**config.mk**
```make
export PLATFORM = sky130hd
export DESIGN_NAME = counter_event_mon
export DESIGN_NICKNAME = d
export VERILOG_FILES = /design/src/rtl/counter_event_mon.sv
export SDC_FILE = /design/constraint.sdc
export NUM_CORES = 1
export LEC_CHECK = 0
export CAP_MARGIN = 20
export CORE_MARGIN = 2
export CORE_UTILIZATION = 55
export DETAILED_ROUTE_END_ITERATION = 8
export GPL_TIMING_DRIVEN = 0
export PLACE_DENSITY = 0.8
export SYNTH_ARGS = -nofsm -noshare
export SYNTH_HDL_FRONTEND = slang
export SYNTH_SLANG_ARGS = --single-unit
```
**constraint.sdc**
```tcl
create_clock -name clk -period 6.85 [get_ports clk]
set_input_delay 0.685 -clock clk [delete_from_list [all_inputs] [get_ports clk]]
set_output_delay 0.685 -clock clk [all_outputs]
set_load 0.05 [all_outputs]
```
**src/rtl/counter_event_mon.sv**
```systemverilog
// counter_event_mon: watches an 8-bit counter stream for overflow,
// underflow and compare-match events and queues one record per event
// cycle in a 4-deep FIFO. Records that arrive while the FIFO is full
// are dropped and flagged on the sticky evt_drop output.
//
// Optional build macro CNT_EVT_TIMESTAMP_EN adds a 16-bit free-running
// cycle counter that is captured into each record and presented on evt_ts.
module counter_event_mon (
  input  logic       clk,
  input  logic       rst,
  input  logic [7:0] cnt_in,
  input  logic       cnt_up,
  input  logic       cnt_load,
  input  logic       cmp_en,
  input  logic [7:0] cmp_val,
  input  logic       drop_clr,
  output logic       evt_valid,
  input  logic       evt_ready,
  output logic [2:0] evt_flags,
  output logic [7:0] evt_value,
  output logic [2:0] evt_level,
  output logic       evt_drop
`ifdef CNT_EVT_TIMESTAMP_EN
  ,
  output logic [15:0] evt_ts
`endif
);

  logic [7:0] prev_cnt;
  logic       prev_ok;

  logic       ovf;
  logic       unf;
  logic       cmp;
  logic [2:0] flags;
  logic       push;
  logic       pop;
  logic       full;
  logic       wr_en;
  logic       drop;

  logic [2:0] mem_flags [4];
  logic [7:0] mem_value [4];
  logic [1:0] wr_ptr;
  logic [1:0] rd_ptr;
  logic [2:0] count;

`ifdef CNT_EVT_TIMESTAMP_EN
  logic [15:0] ts_cnt;
  logic [15:0] mem_ts [4];
`endif

  // Event detection on the current sample against the previous one.
  // A parallel load is never a wrap; a held value matches only once.
  always_comb begin
    ovf   = prev_ok & ~cnt_load & cnt_up & (prev_cnt == 8'hFF) & (cnt_in == 8'h00);
    unf   = prev_ok & ~cnt_load & ~cnt_up & (prev_cnt == 8'h00) & (cnt_in == 8'hFF);
    cmp   = cmp_en & (cnt_in == cmp_val) & (~prev_ok | (prev_cnt != cmp_val));
    flags = {cmp, unf, ovf};
    push  = |flags;
  end

  // FIFO handshake: a pop frees the head slot in the same cycle, so a
  // push into a full FIFO with a simultaneous pop is accepted.
  always_comb begin
    full  = (count == 3'd4);
    pop   = evt_valid & evt_ready;
    wr_en = push & (~full | pop);
    drop  = push & full & ~pop;
  end

  // Previous-sample register used for wrap and hold detection.
  always_ff @(posedge clk) begin
    if (rst) begin
      prev_cnt <= 8'h00;
      prev_ok  <= 1'b0;
    end else begin
      prev_cnt <= cnt_in;
      prev_ok  <= 1'b1;
    end
  end

  // FIFO storage and pointers; occupancy tracked explicitly 0..4.
  always_ff @(posedge clk) begin
    if (rst) begin
      wr_ptr <= 2'd0;
      rd_ptr <= 2'd0;
      count  <= 3'd0;
      for (int i = 0; i < 4; i++) begin
        mem_flags[i] <= 3'b000;
        mem_value[i] <= 8'h00;
      end
    end else begin
      if (wr_en) begin
        mem_flags[wr_ptr] <= flags;
        mem_value[wr_ptr] <= cnt_in;
        wr_ptr            <= wr_ptr + 2'd1;
      end
      if (pop) begin
        rd_ptr <= rd_ptr + 2'd1;
      end
      case ({wr_en, pop})
        2'b10:   count <= count + 3'd1;
        2'b01:   count <= count - 3'd1;
        default: count <= count;
      endcase
    end
  end

  // Sticky drop flag; a drop in the same cycle as drop_clr wins.
  always_ff @(posedge clk) begin
    if (rst) begin
      evt_drop <= 1'b0;
    end else if (drop) begin
      evt_drop <= 1'b1;
    end else if (drop_clr) begin
      evt_drop <= 1'b0;
    end
  end

`ifdef CNT_EVT_TIMESTAMP_EN
  // Free-running cycle counter and per-record timestamp capture.
  always_ff @(posedge clk) begin
    if (rst) begin
      ts_cnt <= 16'h0000;
      for (int i = 0; i < 4; i++) begin
        mem_ts[i] <= 16'h0000;
      end
    end else begin
      ts_cnt <= ts_cnt + 16'd1;
      if (wr_en) begin
        mem_ts[wr_ptr] <= ts_cnt;
      end
    end
  end

  assign evt_ts = evt_valid ? mem_ts[rd_ptr] : 16'h0000;
`endif

  // Head record outputs are zero whenever the FIFO is empty.
  always_comb begin
    evt_level = count;
    evt_valid = (count != 3'd0);
    evt_flags = evt_valid ? mem_flags[rd_ptr] : 3'b000;
    evt_value = evt_valid ? mem_value[rd_ptr] : 8'h00;
  end

endmodule

```
==> results_tabular.tex <==
\begin{tabular}{lr}
\hline
Metric & Value \\
\hline
\multicolumn{2}{l}{\textbf{Finish}} \\
\quad Most frequent standard cell in the layout excluding fill and tap cells & sky130\_fd\_sc\_hd\_\_edfxtp\_1 \\
\quad Final cell count without fillers & approximately 360 \\
\quad Ant. Diodes & 0 \\
\quad Commonest cells after routing, fill and taps aside & 44 x sky130\_fd\_sc\_hd\_\_edfxtp\_1, 38 x sky130\_fd\_sc\_hd\_\_clkdlybuf4s50\_1, 36 x sky130\_fd\_sc\_hd\_\_and2\_1, 20 x sky130\_fd\_sc\_hd\_\_nor2\_1, 19 x sky130\_fd\_sc\_hd\_\_dfxtp\_1 \\
\quad Total number of nets in the final design & $\sim$310 \\
\quad Filler cell count in the final layout & around 370 \\
\quad Fraction of layout cells with a size suffix above 1 & 12.5\% \\
\quad Area overhead of the layout relative to synthesis & 21.9\% \\
\multicolumn{2}{l}{\textbf{Timing}} \\
\quad Setup TNS Final & 0 ps \\
\quad Slew at the pin closest to its max-slew limit & between 1000 and 1500 ps \\
\quad Maximum achievable frequency & $\sim$290 MHz \\
\quad Tightest slew margin relative to the limit & approximately a quarter \\
\quad Final Max Slew Viols & 0 \\
\quad Unrepaired setup endpoints after global routing & false \\
\quad Min Tclk post-route & approximately 3500 ps \\
\quad Fraction of the cycle the final worst path needs & between 50\% and 60\% \\
\quad Final clock skew & just over 8 ps \\
\quad Number of failing hold endpoints at the final stage & 0 \\
\quad Total of endpoints with negative setup slack in the final report & 0 \\
\multicolumn{2}{l}{\textbf{Route}} \\
\quad Detailed-route via count & between 1,500 and 2,000 \\
\quad Routed wire per std cell & between 15 and 20 um \\
\quad DRC & 0 \\
\quad Wire length reported by the detailed router & $\sim$5800 um \\
\quad Post-detailed-route via-to-cell ratio & roughly 5.4 \\
\quad Number of nets with antenna violations after detailed routing & 0 \\
\quad Number of iterations in the first detailed-routing pass & 4 \\
\quad Starting DRT DRC Count & $\sim$210 \\
\multicolumn{2}{l}{\textbf{Setup path}} \\
\quad Kind of capture point of the worst setup path & output pin \\
\quad Critical path required time & 6160 ps \\
\quad Setup Crit Path Kind & flip-flop to output pin \\
\quad Launching element type of the critical path & flip-flop \\
\quad Worst path bufs/invs & 2 \\
\quad Crit Path Max Fanout & 10 \\
\quad Highest-delay cell along the critical path & sky130\_fd\_sc\_hd\_\_clkdlybuf4s50\_1 \\
\quad Cell Chain, Critical Path & buf\_1 -> mux4\_2 -> and2\_1 -> clkdlybuf4s50\_1 \\
\quad Top Family by Delay on Critical Path & buffers and inverters \\
\quad Longest individual stage delay on the worst path & 690 ps \\
\quad Data arrival time at the worst-slack endpoint & 2810 ps \\
\multicolumn{2}{l}{\textbf{Global routing}} \\
\quad Global router's overall resource usage & a little over a fifth \\
\quad Vias in the first global route & 1,949 \\
\quad GRT overflow & 0 \\
\quad Pin count of the biggest net entering global routing & 12 \\
\quad Wire length of the first global-routing pass & $\sim$9300 um \\
\quad Number of antenna violations at the first check in global routing & 0 \\
\multicolumn{2}{l}{\textbf{Outcome}} \\
\quad Result of the run & finished, final reports clean \\
\multicolumn{2}{l}{\textbf{Clock network}} \\
\quad Longest Clk Path Bufs & 2 \\
\quad CTS tree & done \\
\quad Clock network latency to the later pin of the worst-skew pair & approximately 340 ps \\
\quad CTS Root Buffer Type & sky130\_fd\_sc\_hd\_\_clkbuf\_8 \\
\quad Total CTS buffers & 9 \\
\quad Clock sinks & 63 \\
\quad Setup Buffers After CTS & 0 \\
\quad Clk slew on worst S/H paths & around 70 ps \\
\quad Number of H-tree levels & 3 \\
\quad Hold-fix buffers at CTS & 0 \\
\quad Number of instances resized during post-cts repair & 0 \\
\multicolumn{2}{l}{\textbf{Place}} \\
\quad Number of cells in the design after placement & between 300 and 400 \\
\quad Placer congestion estimate & around 0.84 \\
\quad Port-buffer cells & 38 \\
\quad Placed wire-length estimate & $\sim$4000 um \\
\multicolumn{2}{l}{\textbf{Floorplan}} \\
\quad Die outline height & approximately 77 um \\
\quad Effective utilization at floorplan & 57.4\% \\
\quad Total die area & between 5000 and 6000 um\^{}2 \\
\quad CORE AREA & roughly 5200 um\^{}2 \\
\quad Width of the chip & between 70 and 80 um \\
\quad Top-level I/O count & 39 \\
\quad Number of placement rows & 26 \\
\multicolumn{2}{l}{\textbf{Power and ir drop}} \\
\quad Lkg Pwr & around 1.3 nW \\
\quad Power Density & between 300 and 400 nW/um\^{}2 \\
\quad Maximum vdd ir drop & 0.000214 V \\
\multicolumn{2}{l}{\textbf{Synth}} \\
\quad FF+latch count, synth & 63 \\
\quad Sequential fraction of the synthesis area & between 50\% and 60\% \\
\quad Synthesized area & slightly below 3000 um\^{}2 \\
\quad Distinct cell type count of the synthesized netlist & a little over 40 \\
\quad Mean instance size in the synthesized netlist & between 10 and 15 um\^{}2 \\
\quad Net Count, Synth & around 260 \\
\quad Total of warnings raised by yosys & 0 \\
\quad Cells after synthesis & roughly 230 \\
\multicolumn{2}{l}{\textbf{Worst hold path}} \\
\quad Class of the worst hold path & flip-flop to flip-flop \\
\multicolumn{2}{l}{\textbf{Run}} \\
\quad Number of max-cap violations & 0 \\
\hline
\end{tabular}
path summary, 6_finish.rpt:
| kind | end | depth (start not counted) | startpoint | slack [ps] |
|---|---|---|---|---|
| worst max register to register | mem_value[1][0] | 6 | prev_cnt[5] | 4080 |
| worst min register to register | evt_level[1] | 2 | evt_level[1] | 550 |
| worst min-delay path | evt_level[1] | 2 | evt_level[1] | 550 |
| worst max-delay path | evt_value[3] | 4 | flip-flop | 3350 |
logic make-up after synthesis:
group	Yosys count	share of synthesized area (%)
AOI/OAI and AO/OA	10	2.53
xor gates and xnor gates	20	5.90
adders and majority gates	1	0.675
buffers and inverters	11	1.52
DFF	63	57.4
muxes	12	8.69
and+or+nand+nor	117	23.3
through the flow:
stage	util, %	hold WS [ps]	worst slack [ps]	area [um^2]	power (mW)
2_1_floorplan	-	485	4060	2970	0.691
3_3_place_gp	66.4	506	3140	3430	0.799
3_5_place_dp	66.4	541	3110	3430	0.804
4_1_cts	69.9	555	3280	3620	1.10
5_1_grt	69.9	578	3150	3620	1.15
6_report	69.9	552	3350	3620	1.10
Yosys cell counts:
cell,n,area (um^2)
sky130_fd_sc_hd__nand4_1,4,25.0
sky130_fd_sc_hd__mux4_2,11,248
sky130_fd_sc_hd__clkbuf_1,5,18.8
sky130_fd_sc_hd__fa_1,1,20.0
sky130_fd_sc_hd__nand3_1,5,25.0
sky130_fd_sc_hd__nand2_1,6,22.5
sky130_fd_sc_hd__o21a_1,1,7.51
sky130_fd_sc_hd__buf_4,1,7.51
sky130_fd_sc_hd__nor3_1,9,45.0
sky130_fd_sc_hd__nor3_4,1,16.3
sky130_fd_sc_hd__nor2_1,20,75.1
sky130_fd_sc_hd__a21o_1,1,7.51
sky130_fd_sc_hd__mux2i_1,1,10.0
sky130_fd_sc_hd__nor4_1,3,18.8
sky130_fd_sc_hd__and4b_1,1,10.0
sky130_fd_sc_hd__nor2b_1,10,62.6
sky130_fd_sc_hd__dfxtp_1,19,380
sky130_fd_sc_hd__o31ai_1,1,7.51
sky130_fd_sc_hd__a211oi_1,1,7.51
sky130_fd_sc_hd__buf_1,1,3.75
sky130_fd_sc_hd__nand2_2,1,6.26
sky130_fd_sc_hd__a21oi_1,2,10.0
sky130_fd_sc_hd__o211ai_1,1,7.51
sky130_fd_sc_hd__nor4b_1,1,8.76
sky130_fd_sc_hd__a31o_2,2,17.5
sky130_fd_sc_hd__or4b_1,1,10.0
sky130_fd_sc_hd__and2_1,36,225
sky130_fd_sc_hd__nor3_2,1,10.0
sky130_fd_sc_hd__o211a_2,1,10.0
sky130_fd_sc_hd__nand3_2,1,10.0
sky130_fd_sc_hd__xnor2_1,12,105
sky130_fd_sc_hd__xor2_1,8,70.1
sky130_fd_sc_hd__or2_2,1,6.26
sky130_fd_sc_hd__nand4_2,1,12.5
sky130_fd_sc_hd__and3_1,9,56.3
sky130_fd_sc_hd__or3_1,3,18.8
sky130_fd_sc_hd__or4b_2,1,10.0
sky130_fd_sc_hd__nand2b_1,1,6.26
sky130_fd_sc_hd__edfxtp_1,44,1320
sky130_fd_sc_hd__inv_1,4,15.0
sky130_fd_sc_hd__and3_4,1,11.3
area by class of cell:
type                       count  area, um^2  share of cell area, %
buffer                         7        30.0                  0.830
clock buffer                  12         135                   3.74
clock inverter                 4        47.5                   1.31
inverter                       4        15.0                  0.415
multi-input combinational    160        1220                   33.7
sequential                    63        1700                   47.0
tap                           70        87.6                   2.42
timing repair buffer          38         380                   10.5
per-layer routing:
metal | share of wire [%] | global-route usage [%]
met3 | 6.3 | 5.23
met4 | 2.2 | 10.2
met1 | 43 | 27.8
met2 | 48 | 33.0
met5 | 0 | 0
power breakdown:
part           leakage [nW]  total (mW)  switching [mW]  internal (mW)
combinational         0.571       0.347           0.216          0.131
clock                0.0904       0.304           0.136          0.167
sequential            0.620       0.446          0.0172          0.429
total                  1.28        1.10           0.369          0.727
flip-flops by register name, summed over array words and instances (netlist names), named ones only:
name,flops
mem_flags,12
wr_ptr,2
mem_value,32
evt_level,3
prev_ok,1
evt_drop,1
prev_cnt,8
rd_ptr,2
worst reg2reg max path: stages (launching register included):
cell and delay, ps:
sky130_fd_sc_hd__dfxtp_1 330, sky130_fd_sc_hd__or4b_1 520, sky130_fd_sc_hd__nor3_2 210, sky130_fd_sc_hd__nand4_2 210, sky130_fd_sc_hd__o211a_2 290, sky130_fd_sc_hd__or3_1 410, sky130_fd_sc_hd__nand2_1 450
(Power assumes the default switching activity.)
